===== config.mk =====
export PLATFORM = sky130hd
export DESIGN_NAME = sd_cmd_resp_rx_flat
export DESIGN_NICKNAME = d
export VERILOG_FILES = /design/src/rtl/sd_pkg.sv /design/src/rtl/sd_cmd_resp_rx_if.sv /design/src/rtl/sd_crc7.sv /design/src/rtl/sd_cmd_resp_rx.sv /design/src/flat_wrapper.sv
export SDC_FILE = /design/constraint.sdc
export NUM_CORES = 1
export LEC_CHECK = 0
export CORE_ASPECT_RATIO = 1.2
export CORE_MARGIN = 8
export CORE_UTILIZATION = 40
export DETAILED_ROUTE_END_ITERATION = 10
export PLACE_DENSITY = 0.69
export SLEW_MARGIN = 40
export SYNTH_ARGS = -nofsm -noshare
export SYNTH_HDL_FRONTEND = slang
export SYNTH_SLANG_ARGS = --single-unit

===== constraint.sdc =====
create_clock -name clk -period 4.7 [get_ports clk]
set_clock_uncertainty 0.05 [all_clocks]
set_input_delay 0.94 -clock clk [delete_from_list [all_inputs] [get_ports clk]]
set_output_delay 0.94 -clock clk [all_outputs]
set_load 0.02 [all_outputs]

===== src/rtl/sd_pkg.sv =====
// rtl/sd_pkg.sv - shared constants and types for the SD CMD-line blocks
//
// Frame lengths, CRC7 polynomial, receiver state encoding and the default
// start-bit timeout (NCR window, in sample strobes).
package sd_pkg;

    localparam int R48_LEN          = 48;
    localparam int R136_LEN         = 136;
    localparam logic [6:0] CRC7_POLY = 7'h09;    // x^7 + x^3 + 1, x^7 implied
    localparam int TIMEOUT_CLKS_DEF = 64;

    typedef enum logic [1:0] {
        IDLE,
        HUNT,
        SHIFT,
        DONE
    } rx_state_t;

endpackage


===== src/rtl/sd_cmd_resp_rx_if.sv =====
// rtl/sd_cmd_resp_rx_if.sv - sequencer-to-response-receiver signal bundle
//
// master : sequencer / pad side (drives strobe, cmd_in, arm and frame options)
// slave  : sd_cmd_resp_rx (drives busy, pulses, captured frame and flags)
interface sd_cmd_resp_rx_if;
    import sd_pkg::*;

    logic                sample_stb;
    logic                cmd_in;
    logic                arm;
    logic                long_resp;
    logic                crc_chk;
    logic                busy;
    logic                resp_valid;
    logic                timeout;
    logic [R136_LEN-1:0] resp_data;
    logic [5:0]          resp_index;
    logic                crc_err;
    logic                frame_err;

    modport master (
        output sample_stb, cmd_in, arm, long_resp, crc_chk,
        input  busy, resp_valid, timeout, resp_data, resp_index, crc_err, frame_err
    );

    modport slave (
        input  sample_stb, cmd_in, arm, long_resp, crc_chk,
        output busy, resp_valid, timeout, resp_data, resp_index, crc_err, frame_err
    );

endinterface


===== src/rtl/sd_crc7.sv =====
// rtl/sd_crc7.sv - serial CRC7 (x^7+x^3+1), seed 0
//
// Ports: clk, rst (sync, active-high); clear zeroes the remainder;
// en advances one bit with din; crc is the running remainder.
module sd_crc7
    import sd_pkg::*;
(
    input  logic       clk,
    input  logic       rst,
    input  logic       clear,
    input  logic       en,
    input  logic       din,
    output logic [6:0] crc
);

    always_ff @(posedge clk) begin
        if (rst || clear) begin
            crc <= '0;
        end else if (en) begin
            crc <= {crc[5:0], 1'b0} ^ ({7{din ^ crc[6]}} & CRC7_POLY);
        end
    end

endmodule


===== src/rtl/sd_cmd_resp_rx.sv =====
// rtl/sd_cmd_resp_rx.sv - SD CMD-line response receiver (48/136-bit frames)
//
// Ports: clk, rst (sync, active-high); bus (sd_cmd_resp_rx_if.slave):
//   sample_stb/cmd_in  CMD line sampled on SD-clock strobes
//   arm/long_resp/crc_chk  start a receive, options latched at arm
//   busy, resp_valid, timeout, resp_data, resp_index, crc_err, frame_err
// Optional: SD_RESP_CRC_EN builds the CRC7 checker; otherwise crc_err is 0.
module sd_cmd_resp_rx
    import sd_pkg::*;
#(
    parameter int TIMEOUT_CLKS = TIMEOUT_CLKS_DEF,
    parameter int CNT_W        = 8
)
(
    input  logic clk,
    input  logic rst,
    sd_cmd_resp_rx_if.slave bus
);

    localparam logic [CNT_W-1:0] TO_LAST = CNT_W'(TIMEOUT_CLKS - 1);

    rx_state_t        state, state_d;
    logic             long_q;
    logic [CNT_W-1:0] bit_cnt;
    logic [CNT_W-1:0] to_cnt;
    logic [CNT_W-1:0] last_idx;

    logic start_arm, start_bit, shift_bit, hunt_miss, fire_to, last_bit;

    assign last_idx = long_q ? CNT_W'(R136_LEN - 1) : CNT_W'(R48_LEN - 1);

    always_ff @(posedge clk) begin
        if (rst) state <= IDLE;
        else     state <= state_d;
    end

    always_comb begin
        state_d   = state;
        start_arm = 1'b0;
        start_bit = 1'b0;
        shift_bit = 1'b0;
        hunt_miss = 1'b0;
        fire_to   = 1'b0;
        last_bit  = 1'b0;
        case (state)
            IDLE: begin
                if (bus.arm) begin
                    start_arm = 1'b1;
                    state_d   = HUNT;
                end
            end
            HUNT: begin
                if (bus.sample_stb) begin
                    if (!bus.cmd_in) begin
                        start_bit = 1'b1;
                        state_d   = SHIFT;
                    end else begin
                        hunt_miss = 1'b1;
                        if (to_cnt == TO_LAST) begin
                            fire_to = 1'b1;
                            state_d = IDLE;
                        end
                    end
                end
            end
            SHIFT: begin
                if (bus.sample_stb) begin
                    shift_bit = 1'b1;
                    if (bit_cnt == last_idx) begin
                        last_bit = 1'b1;
                        state_d  = DONE;
                    end
                end
            end
            DONE:    state_d = IDLE;
            default: state_d = IDLE;
        endcase
    end

`ifdef SD_RESP_CRC_EN
    logic       chk_q;
    logic       crc_en;
    logic [6:0] crc;

    // Start bit is covered only for 48-bit frames; R2 CRC starts at bit 127.
    // The incoming bit index is last_idx - bit_cnt; stop before bit 7.
    assign crc_en = (start_bit && !long_q) ||
                    (shift_bit && (long_q ? (bit_cnt >= CNT_W'(8) && bit_cnt <= CNT_W'(127))
                                          : (bit_cnt <= CNT_W'(39))));

    sd_crc7 u_crc7 (
        .clk   (clk),
        .rst   (rst),
        .clear (start_arm),
        .en    (crc_en),
        .din   (bus.cmd_in),
        .crc   (crc)
    );

    always_ff @(posedge clk) begin
        if (rst)            chk_q <= 1'b0;
        else if (start_arm) chk_q <= bus.crc_chk;
    end
`endif

    // Flags are resolved on the end-bit strobe itself (using the pre-shift
    // register plus cmd_in), so resp_valid can be the DONE-cycle pulse.
    always_ff @(posedge clk) begin
        if (rst) begin
            long_q         <= 1'b0;
            bit_cnt        <= '0;
            to_cnt         <= '0;
            bus.busy       <= 1'b0;
            bus.resp_valid <= 1'b0;
            bus.timeout    <= 1'b0;
            bus.resp_data  <= '0;
            bus.resp_index <= '0;
            bus.crc_err    <= 1'b0;
            bus.frame_err  <= 1'b0;
        end else begin
            bus.resp_valid <= last_bit;
            bus.timeout    <= fire_to;
            if (start_arm) begin
                long_q         <= bus.long_resp;
                bit_cnt        <= '0;
                to_cnt         <= '0;
                bus.busy       <= 1'b1;
                bus.resp_data  <= '0;
                bus.resp_index <= '0;
                bus.crc_err    <= 1'b0;
                bus.frame_err  <= 1'b0;
            end
            if (hunt_miss) to_cnt <= to_cnt + 1'b1;
            if (start_bit) bit_cnt <= CNT_W'(1);
            if (shift_bit) bit_cnt <= bit_cnt + 1'b1;
            if (start_bit || shift_bit)
                bus.resp_data <= {bus.resp_data[R136_LEN-2:0], bus.cmd_in};
            if (last_bit) begin
                bus.busy       <= 1'b0;
                bus.resp_index <= long_q ? bus.resp_data[132:127] : bus.resp_data[44:39];
                bus.frame_err  <= (long_q ? bus.resp_data[133] : bus.resp_data[45]) | ~bus.cmd_in;
`ifdef SD_RESP_CRC_EN
                bus.crc_err    <= chk_q & (crc != bus.resp_data[6:0]);
`else
                bus.crc_err    <= 1'b0;
`endif
            end
            if (fire_to) bus.busy <= 1'b0;
        end
    end

endmodule

===== src/flat_wrapper.sv =====
// flat-port wrapper written by rule: the top's interface ports become plain ports
module sd_cmd_resp_rx_flat import sd_pkg::*;
#(
    parameter int TIMEOUT_CLKS = TIMEOUT_CLKS_DEF,
    parameter int CNT_W        = 8
)
  (clk, rst, bus_sample_stb, bus_cmd_in, bus_arm, bus_long_resp, bus_crc_chk, bus_busy, bus_resp_valid, bus_timeout, bus_resp_data, bus_resp_index, bus_crc_err, bus_frame_err);
  sd_cmd_resp_rx_if bus_i ();
  input  logic clk;
  input  logic rst;
  input wire logic [$bits(bus_i.sample_stb)-1:0] bus_sample_stb;
  input wire logic [$bits(bus_i.cmd_in)-1:0] bus_cmd_in;
  input wire logic [$bits(bus_i.arm)-1:0] bus_arm;
  input wire logic [$bits(bus_i.long_resp)-1:0] bus_long_resp;
  input wire logic [$bits(bus_i.crc_chk)-1:0] bus_crc_chk;
  output wire logic [$bits(bus_i.busy)-1:0] bus_busy;
  output wire logic [$bits(bus_i.resp_valid)-1:0] bus_resp_valid;
  output wire logic [$bits(bus_i.timeout)-1:0] bus_timeout;
  output wire logic [$bits(bus_i.resp_data)-1:0] bus_resp_data;
  output wire logic [$bits(bus_i.resp_index)-1:0] bus_resp_index;
  output wire logic [$bits(bus_i.crc_err)-1:0] bus_crc_err;
  output wire logic [$bits(bus_i.frame_err)-1:0] bus_frame_err;
  assign bus_i.sample_stb = bus_sample_stb;
  assign bus_i.cmd_in = bus_cmd_in;
  assign bus_i.arm = bus_arm;
  assign bus_i.long_resp = bus_long_resp;
  assign bus_i.crc_chk = bus_crc_chk;
  assign bus_busy = bus_i.busy;
  assign bus_resp_valid = bus_i.resp_valid;
  assign bus_timeout = bus_i.timeout;
  assign bus_resp_data = bus_i.resp_data;
  assign bus_resp_index = bus_i.resp_index;
  assign bus_crc_err = bus_i.crc_err;
  assign bus_frame_err = bus_i.frame_err;
  sd_cmd_resp_rx #(.TIMEOUT_CLKS(TIMEOUT_CLKS), .CNT_W(CNT_W)) u_core (.clk(clk), .rst(rst), .bus(bus_i));
endmodule

==> metrics.md <==
| Metric | Value |
|---|---|
| Outcome | `complete, no violations` |
| Largest net degree at the start of global routing | `136` |
| Synthesized area | `6434 µm²` |
| Setup Buffers After CTS | `0` |
| Syn Inst Count | `780` |
| FF-to-FF path depth | `5` |
| Worst Setup SP | `bus_sample_stb` |
| RSZ-0062 raised after global routing | `false` |
| R2r setup slk | `2.45 ns` |
| Clk_lat worst skew | `0.41 ns` |
| Worst Tran Pin Value | `0.8036 ns` |
| Final wirelength | `16,880 µm` |
| Layout area overhead | `32.15%` |
| Synth Warn # | `0` |
| Nets | `893` |
| Vias in the first global route | `5,388` |
| GPL Wtd Cong | `0.7675` |
| Mean Syn Cell Area | `8.248 µm²` |
| CTS tree | `done` |
| Power Dens Cells | `341.3 nW/µm²` |
| Critical path cell sequence | `clkdlybuf4s50_1 -> and3b_1 -> o2111ai_2 -> or2_2 -> a21oi_1` |
| Prevailing post-synth register cell | `dfxtp_1` |
| Row Count | `51` |
| CP max-delay cell | `clkdlybuf4s50_1` |
| Max-cap viol count | `0` |
| Placed inst area | `7938 µm²` |
| Final setup viols | `0` |
| CP max FO | `17` |
| Number of library cell types mapped by synthesis | `47` |
| Asr flop ratio synth | `0%` |
| Dpl hpwl | `10,540 µm` |
| Relative slew slack | `46.43%` |
| CTS buffer count | `17` |
| Via/cell ratio | `5.244` |
| Most frequent cells in the layout | `165 x dfxtp_1, 159 x a21oi_1, 150 x clkdlybuf4s50_1` |
| DIE HEIGHT | `154.9 µm` |
| Number of port buffers | `151` |
| Post-route design area | `8502 µm²` |
| Initial Util | `40.17%` |
| Peak supply drop | `204.9 µV` |
| Final Cycle Share | `60.49%` |
| IO Count | `154` |
| First-pass GRT wire length | `28,230 µm` |
| Leakage Power | `2.656 nW` |
| Wire per inst | `15.24 µm` |
| Critical path endpoint category | `flip-flop` |
| Initial antenna violation count | `0` |
| Hold Fails Final Rpt | `0` |
| Max Slew Vio Count | `0` |
| Post-CTS sizing | `0` |
| Clock transition at path regs | `0.06 ns` |
| Critical Path Source Type | `input port` |
| Final min period | `2.843 ns` |
| Post-synth EDFFs | `0` |
| Worst EP required | `4.98 ns` |
| Cts hold-fix bufs | `0` |
| CTS H-tree depth | `4` |
| Layout cells sized above 1 | `5.922%` |
| Post-route setup slack | `1.857 ns` |
| Routed Antenna Nets | `0` |
| Core box area | `16,020 µm²` |
| Die area | `20,420 µm²` |
| Via count | `5,805` |
| Hold crit path type | `reg2reg` |
| GRT Resource Usage Total | `16.53%` |
| Horiz. Die Dim | `131.8 µm` |
| RR Startpoint | `u_core.state[0]$_SDFFE_PP0P_` |
| CP Class | `in2reg` |
| FF+latch count, synth | `165` |
| Hold Path Depth | `2` |
| Min-Delay Endpoint | `u_core.bus.resp_data[50]$_SDFFE_PP0P_` |
| Post-synthesis sequential area ratio | `51.34%` |
| DRC | `0` |
| Max clock buf depth | `2` |
| Iteration-0 DRC Markers | `388` |
| HP Start | `u_core.bus.resp_data[49]$_SDFFE_PP0P_` |
| DR pass1 iterations | `4` |
| Mapped Nets | `789` |
| Critical Path AT | `3.12 ns` |
| GRT Residual Overflow | `0` |
| Sink Count | `165` |
| Most common cell after layout, fill and taps aside | `dfxtp_1` |
| Clock Tree Root | `clkbuf_16` |
| Place WS | `1.403 ns` |
| Worst stage delay on the critical path | `0.71 ns` |
| Max Clk Rate | `351.7 MHz` |
| Setup_tns | `0 ns` |
| RR Endpoint | `u_core.bus.resp_data[26]$_SDFFE_PP0P_` |
| Antenna diode count | `0` |
## how the worst max path moves through the flow
stage	slack, ns	end	cells past startpoint
6_report	1.86	u_core.bus.resp_index[0]$_SDFFE_PP0P_	5
5_1_grt	1.65	u_core.bus.resp_index[1]$_SDFFE_PP0P_	5
4_1_cts	1.84	u_core.bus.resp_index[0]$_SDFFE_PP0P_	5
3_5_place_dp	1.40	u_core.bus.resp_data[29]$_SDFFE_PP0P_	6
3_3_place_gp	1.38	u_core.bus.resp_index[5]$_SDFFE_PP0P_	5
2_1_floorplan	2.58	u_core.bus.resp_index[0]$_SDFFE_PP0P_	6
## synthesized netlist by cell type, types with 2 or more instances
cell | n | area share (%)
nand4b_1 | 3 | 0.41
clkbuf_1 | 28 | 1.6
and3_1 | 3 | 0.29
dfxtp_1 | 165 | 51
a21oi_1 | 159 | 12
a22oi_1 | 3 | 0.35
or3b_2 | 2 | 0.27
mux2i_1 | 7 | 1.1
ha_1 | 2 | 0.39
mux2_2 | 2 | 0.35
buf_2 | 30 | 2.3
buf_6 | 6 | 1.1
nor3b_1 | 3 | 0.35
and4bb_2 | 2 | 0.39
nor3_1 | 5 | 0.39
nand2_1 | 141 | 8.2
nand3b_1 | 4 | 0.47
o21ai_0 | 10 | 0.78
buf_4 | 7 | 0.82
nand3_1 | 144 | 11
nand4_1 | 3 | 0.29
nor2_1 | 21 | 1.2
or2_2 | 6 | 0.58
## registers in the layout (all words and copies together) (netlist names), named ones only
| name | cells |
|---|---|
| u_core.bus.timeout | 1 |
| u_core.bus.resp_valid | 1 |
| u_core.bus.frame_err | 1 |
| u_core.bit_cnt | 8 |
| u_core.to_cnt | 8 |
| u_core.long_q | 1 |
| u_core.state | 1 |
| u_core.bus.busy | 1 |
| u_core.bus.resp_data | 136 |
| u_core.bus.resp_index | 6 |
## final cells by class
| cell class | count | area [µm²] |
|---|---|---|
| clock inverters | 8 | 100.1 |
| inverters | 1 | 3.754 |
| repair buffers | 157 | 1608 |
| clock buffers | 22 | 464.2 |
| well taps | 212 | 265.3 |
| flip-flops and latches | 165 | 3303 |
| fillers | 1538 | 7515 |
| multi-input cells | 542 | 2758 |
## through the flow
stage,hold WS [ns],power (mW),utilization (%),cells
floorplan,0.4114,1.558,-,780
global route,0.4284,3.010,53.08,1107
finish,0.4132,2.902,53.08,1107
detailed placement,0.4088,1.590,49.56,1077
global placement,0.4026,1.590,49.54,1077
CTS,0.4163,2.940,53.08,1107
## logic make-up (layout without fill, tap and decap cells)
logic type                 after synthesis  after routing  synth area share, %
AOI/OAI and AO/OA                      182            182                15.01
adders and majority gates                2              2               0.3889
DFF                                    165            165                51.34
muxes                                    9              9                1.439
and+or+nand+nor                        348            348                25.81
buffers and inverters                   73            188                5.951
other                                    1              1              0.05829
## worst max-delay path: cells and delay by family
family / cells / cell delay (ns)
buf+inv: 1 / 0.71
simple gates: 2 / 0.86
compound gates: 2 / 0.60
## layer usage
metal / track usage [%] / part of all wire, %
met1: 20.67 / 45
met2: 25.76 / 47
met3: 6.548 / 7.1
met4: 4.932 / 0.89
met5: 0 / 0
## report_power, final
group | internal (mW) | leakage (nW) | total [mW] | switching [mW]
Clock | 0.806 | 0.277 | 1.35 | 0.539
Sequential | 1.40 | 1.33 | 1.41 | 0.00807
Combinational | 0.0301 | 1.05 | 0.146 | 0.116
Power figures use the tool's default switching activity.
